--- config.mk ---
export PLATFORM = sky130hd
export DESIGN_NAME = instr_encoder
export DESIGN_NICKNAME = d
export VERILOG_FILES = /design/src/rtl/instr_encoder.sv
export SDC_FILE = /design/constraint.sdc
export NUM_CORES = 1
export LEC_CHECK = 0
export CAP_MARGIN = 30
export CORE_ASPECT_RATIO = 0.75
export CORE_MARGIN = 8
export CORE_UTILIZATION = 45
export CTS_CLUSTER_DIAMETER = 80
export DETAILED_ROUTE_END_ITERATION = 10
export PLACE_DENSITY = 0.77
export RECOVER_POWER = 50
export SKIP_CTS_REPAIR_TIMING = 1
export SYNTH_ARGS = -nofsm -noshare
export SYNTH_HDL_FRONTEND = slang
export SYNTH_SLANG_ARGS = --single-unit
--- constraint.sdc ---
create_clock -name Clk -period 6.2 [get_ports Clk]
set_input_delay 0.62 -clock Clk [delete_from_list [all_inputs] [get_ports Clk]]
set_output_delay 0.62 -clock Clk [all_outputs]
set_load 0.005 [all_outputs]
--- src/rtl/instr_encoder.sv ---
// instr_encoder: encodes mnemonic requests into 32-bit MIPS words and queues them in a
// 4-entry FIFO. The head word is presented with its byte address (4 x words popped).
// Illegal opcodes complete the handshake, are dropped, and raise a sticky error flag.
// Optional feature: define INSTR_ENC_NOP_PAD_EN to append a delay-slot NOP after j/jal/jr.
module instr_encoder (
    input  logic        Clk,
    input  logic        Reset,
    input  logic        InValid,
    output logic        InReady,
    input  logic [4:0]  InOp,
    input  logic [4:0]  InRs,
    input  logic [4:0]  InRt,
    input  logic [4:0]  InRd,
    input  logic [4:0]  InShamt,
    input  logic [25:0] InImm,
    output logic        OutValid,
    input  logic        OutReady,
    output logic [31:0] OutInstr,
    output logic [31:0] OutAddr,
    output logic [2:0]  Count,
    output logic        ErrIllegal
);

`ifdef INSTR_ENC_NOP_PAD_EN
    // Keep room for a jump plus its delay-slot NOP.
    localparam logic [2:0] ReadyMax = 3'd2;
    localparam logic       PadEn    = 1'b1;
`else
    localparam logic [2:0] ReadyMax = 3'd3;
    localparam logic       PadEn    = 1'b0;
`endif

    logic [31:0] mem_q [4];
    logic [1:0]  wr_ptr_q, wr_ptr_d;
    logic [1:0]  rd_ptr_q, rd_ptr_d;
    logic [2:0]  count_q, count_d;
    logic [31:0] addr_q, addr_d;
    logic        err_q, err_d;

    logic [31:0] enc_word;
    logic        enc_legal;
    logic        enc_jump;
    logic        push;
    logic        pop;
    logic [2:0]  push_n;

    // Translate the request fields into a MIPS word.
    always_comb begin
        enc_word  = '0;
        enc_legal = 1'b1;
        enc_jump  = 1'b0;
        unique case (InOp)
            5'd0:  enc_word = {6'h00, InRs, InRt, InRd, 5'd0, 6'h20};
            5'd1:  enc_word = {6'h00, InRs, InRt, InRd, 5'd0, 6'h22};
            5'd2:  enc_word = {6'h00, InRs, InRt, InRd, 5'd0, 6'h24};
            5'd3:  enc_word = {6'h00, InRs, InRt, InRd, 5'd0, 6'h25};
            5'd4:  enc_word = {6'h00, InRs, InRt, InRd, 5'd0, 6'h27};
            5'd5:  enc_word = {6'h00, InRs, InRt, InRd, 5'd0, 6'h26};
            5'd6:  enc_word = {6'h00, 5'd0, InRt, InRd, InShamt, 6'h00};
            5'd7:  enc_word = {6'h00, 5'd0, InRt, InRd, InShamt, 6'h02};
            5'd8:  enc_word = {6'h00, InRs, InRt, InRd, 5'd0, 6'h2a};
            5'd9: begin
                enc_word = {6'h00, InRs, 15'd0, 6'h08};
                enc_jump = 1'b1;
            end
            5'd10: enc_word = {6'h1c, InRs, InRt, InRd, 5'd0, 6'h02};
            5'd11: enc_word = {6'h08, InRs, InRt, InImm[15:0]};
            5'd12: enc_word = {6'h23, InRs, InRt, InImm[15:0]};
            5'd13: enc_word = {6'h2b, InRs, InRt, InImm[15:0]};
            5'd14: enc_word = {6'h28, InRs, InRt, InImm[15:0]};
            5'd15: enc_word = {6'h21, InRs, InRt, InImm[15:0]};
            5'd16: enc_word = {6'h20, InRs, InRt, InImm[15:0]};
            5'd17: enc_word = {6'h29, InRs, InRt, InImm[15:0]};
            5'd18: begin
                enc_word = {6'h02, InImm};
                enc_jump = 1'b1;
            end
            5'd19: begin
                enc_word = {6'h03, InImm};
                enc_jump = 1'b1;
            end
            5'd20: enc_word = {6'h0c, InRs, InRt, InImm[15:0]};
            5'd21: enc_word = {6'h0d, InRs, InRt, InImm[15:0]};
            5'd22: enc_word = {6'h0e, InRs, InRt, InImm[15:0]};
            5'd23: enc_word = {6'h0a, InRs, InRt, InImm[15:0]};
            default: enc_legal = 1'b0;
        endcase
    end

    // Handshakes and next-state for pointers, occupancy, address and error flag.
    always_comb begin
        InReady  = (count_q <= ReadyMax);
        OutValid = (count_q != 3'd0);
        push     = InValid && InReady;
        pop      = OutValid && OutReady;
        push_n   = 3'd0;
        if (push && enc_legal) begin
            push_n = (PadEn && enc_jump) ? 3'd2 : 3'd1;
        end
        wr_ptr_d = wr_ptr_q + push_n[1:0];
        rd_ptr_d = rd_ptr_q + {1'b0, pop};
        count_d  = count_q + push_n - {2'b00, pop};
        addr_d   = pop ? (addr_q + 32'd4) : addr_q;
        err_d    = err_q | (push && !enc_legal);
    end

    // Control state; reset discards the queue and clears the error flag.
    always_ff @(posedge Clk or posedge Reset) begin
        if (Reset) begin
            wr_ptr_q <= '0;
            rd_ptr_q <= '0;
            count_q  <= '0;
            addr_q   <= '0;
            err_q    <= 1'b0;
        end else begin
            wr_ptr_q <= wr_ptr_d;
            rd_ptr_q <= rd_ptr_d;
            count_q  <= count_d;
            addr_q   <= addr_d;
            err_q    <= err_d;
        end
    end

    // FIFO storage; contents are don't-care while the slot is empty.
    always_ff @(posedge Clk) begin
        if (push_n != 3'd0) begin
            mem_q[wr_ptr_q] <= enc_word;
        end
        if (push_n == 3'd2) begin
            mem_q[wr_ptr_q + 2'd1] <= 32'h0000_0000;
        end
    end

    // Head word is forced to zero when empty so reset shows 0 immediately.
    always_comb begin
        OutInstr   = OutValid ? mem_q[rd_ptr_q] : 32'h0;
        OutAddr    = addr_q;
        Count      = count_q;
        ErrIllegal = err_q;
    end

endmodule

==> flow_metrics.env <==
export IMPL_status="complete, but fails checks"
export IMPL_violations="max-capacitance violations, max-slew violations"
export IMPL_die_y_um=126
export IMPL_final_net_count=654
export IMPL_fin_setup_tns_ps=0
export IMPL_min_to="OutAddr[31]"
export IMPL_hold_path_depth=1
export IMPL_cts_buffer_depth=2
export IMPL_post_synth_top_area_cell="edfxtp_1"
export IMPL_netlist_area_um2=7250
export IMPL_wire_per_inst_um=19.7
export IMPL_nFillCells=1231
export IMPL_synth_ff_type="edfxtp_1"
export IMPL_timing_rr_start="Count[2]"
export IMPL_fin_skew_ps=5.43
export IMPL_n_antenna_cell=0
export IMPL_drc_errors=0
export IMPL_crit_slowest_cell="clkbuf_1"
export IMPL_min_from="OutAddr[31]"
export IMPL_clk_pin_slew_ps=60
export IMPL_drt_initial_drc_count=398
export IMPL_comb_power_share=0.322
export IMPL_htreeDepth=4
export IMPL_maxCapViolations=3
export IMPL_synth_cell_types=48
export IMPL_place_ws_ps=2710
export IMPL_dp_hpwl_mm=11.1
export IMPL_p_leak_nw=3.35
export IMPL_synthArstFlopShare=0.229
export IMPL_antenna_found_initial=0
export IMPL_fp_dieArea_um2=20500
export IMPL_power_density_nw_per_um2=386
export IMPL_cp_end_kind="flip-flop"
export IMPL_multi_input_area_um2=2260
export IMPL_cts_root_buf="clkbuf_16"
export IMPL_relSlewSlack=-0.407
export IMPL_rr_endpoint="mem_q[0][7]"
export IMPL_synth_area_top_cells="edfxtp_1 (53%), dfrtp_1 (13%), mux4_2 (9.9%), nor2b_1 (3.5%), xnor2_1 (3.1%)"
export IMPL_die_w_um=163
export IMPL_grt_use_total=0.161
export IMPL_drt_pass1_iter_count=5
export IMPL_finalWorstSetupSlack_ps=2650
export IMPL_core_area_um2=15900
export IMPL_grt_overflow_total=0
export IMPL_synthTopCellsByCount="edfxtp_1 (128), nor2b_1 (40), dfrtp_1 (38)"
export IMPL_antenna_left=0
export IMPL_intPower_mw=2.55
export IMPL_worstPathCellList="dlygate4sd3_1, nand2_1, nand3_1, nor3_1, clkbuf_1"
export IMPL_synth_warnings=0
export IMPL_hold_viol=0
export IMPL_vias=4420
export IMPL_total_power_mw=3.55
export IMPL_synth_area_per_cell_um2=15.6
export IMPL_synth_seq_cells=166
export IMPL_reg2reg_depth=6
export IMPL_synthCells=466
export IMPL_finalCritPeriodShare=0.572
export IMPL_max_freq_mhz=282
export IMPL_final_cells=814
export IMPL_yosysSeqAreaShare=0.661
export IMPL_drive_gt1_frac=0.123
export IMPL_synth_edf_count=128
export IMPL_grt_pass1_vias=4542
export IMPL_numPortBuffers=122
export IMPL_insertion_delay_ps=420
export IMPL_hold_path_class="reg -> reg"
export IMPL_timing_final_crit_period_ps=3550
export IMPL_cts_buffers=17
export IMPL_post_place_cells=783
export IMPL_worst_pin_slew_ps=2090
export IMPL_ir_worst_vdd_mv=0.201
export IMPL_cp_arrival_ps=3550
export IMPL_power_switching_mw=1.00
export IMPL_setup_viol=0
export IMPL_clock_sink_count=166
export IMPL_seqCellArea_um2=4800
export IMPL_seqPwrFrac=0.413
export IMPL_max_stage_delay_ps=1520
export IMPL_drv_slew=85
export IMPL_routed_via_density=5.43
export IMPL_grt_pass1_wl_mm=25.0
export IMPL_initial_utilization=0.456
export IMPL_wl_mm=16.0
export IMPL_ff2ff_setup_slack_ps=2850
export IMPL_p_sw_frac=0.282
export IMPL_holdWs_ps=482
export IMPL_synth_top_area_frac=0.530
export IMPL_cp_required_ps=6200
export IMPL_io_pins=125
export IMPL_crit_path_start_kind="input pin"
export IMPL_cts_tree="done"
export IMPL_cp_max_fo=32
export IMPL_rsz0062_at_grt="false"
export IMPL_gp_congestion=0.824
export IMPL_critical_path_class="in -> reg"
export IMPL_area_delta_synth_final_pct=26.7
export IMPL_rows=40
export IMPL_synth_most_common_cell="edfxtp_1"
export IMPL_pwr_share_clk=0.264
export IMPL_grt_max_degree=39
[routing by layer]
| metal | wire length, um | up-vias | GRT usage |
|---|---|---|---|
| li1 | - | 2027 | - |
| met1 | 6660 | 2221 | 0.200 |
| met2 | 8200 | 148 | 0.265 |
| met3 | 806 | 24 | 0.0407 |
| met4 | 353 | 0 | 0.0646 |
| met5 | 0 | - | 0 |
[area by class of cell]
cell class / count / share of cell area
Tap cell: 210 / 0.0286
Clock inverter: 14 / 0.0113
Inverter: 11 / 0.00450
Sequential cell: 166 / 0.522
Clock buffer: 17 / 0.0463
Multi-Input combinational cell: 265 / 0.246
Timing Repair Buffer: 131 / 0.140
[through the flow]
step                       util  cell area, um2
after floorplan               -            7250
after global placement    0.545            8680
after detailed placement  0.547            8710
after CTS                 0.581            9240
after global routing      0.577            9180
final                     0.577            9180
[power groups by stage]
stage          Combinational [mW]  Clock, mW  Sequential, mW
3_3_place_gp                 1.11          0            1.53
3_5_place_dp                 1.19          0            1.50
6_report                     1.14      0.938            1.47
4_1_cts                      1.20      0.962            1.47
5_1_grt                      1.24       1.01            1.48
2_1_floorplan               0.631          0            1.45
[layout by cell type (no fill, tap or decap), types with 4 or more instances in the layout]
cell type and instances:
edfxtp_1 128, clkdlybuf4s50_1 83, nor2b_1 40, dlygate4sd3_1 39, dfrtp_1 37, mux4_2 32
nand2_1 27, xnor2_1 26, clkbuf_16 17, a21oi_1 16, nand3_1 15, o21ai_0 15
a22o_1 15, inv_1 10, nand4_1 10, nor2_1 8, xor2_1 7, and3_1 6
ha_1 6, buf_4 5, nor3_1 4, clkinvlp_4 4
[cells by family (layout without fill, tap and decap cells)]
logic type                 Yosys count  in the layout  share of synthesized area
AOI/OAI and AO/OA                   64             64                     0.0599
xor gates and xnor gates            33             33                     0.0399
adders and majority gates            7              7                     0.0131
buffers and inverters               36            173                     0.0236
DFF                                166            166                      0.661
muxes                               32             32                     0.0994
other                                1              2                   0.000517
and+or+nand+nor                    127            127                      0.102
[state kept, by name, indices dropped and copies added, names as in the netlist]
signal      cells
mem_q         128
OutAddr        30
Count           3
rd_ptr_q        2
wr_ptr_q        2
ErrIllegal      1
[worst max-delay path: cells and delay by family]
family	cells	cell delay, ps
buffers and inverters	2	2330
AND/OR/NAND/NOR	3	570
[worst max path at each step]
stage / start / to / slack [ps] / cells past startpoint
5_1_grt: InOp[3] / mem_q[0][28] / 2380 / 5
6_report: InOp[3] / mem_q[0][7] / 2650 / 5
3_3_place_gp: InOp[4] / mem_q[2][15] / 2630 / 5
3_5_place_dp: InOp[3] / mem_q[3][15] / 2710 / 6
4_1_cts: rd_ptr_q[0] / OutInstr[4] / 3000 / 4
2_1_floorplan: Count[2] / mem_q[1][0] / 2150 / 5
No activity file was read; power rests on OpenSTA's default activity.
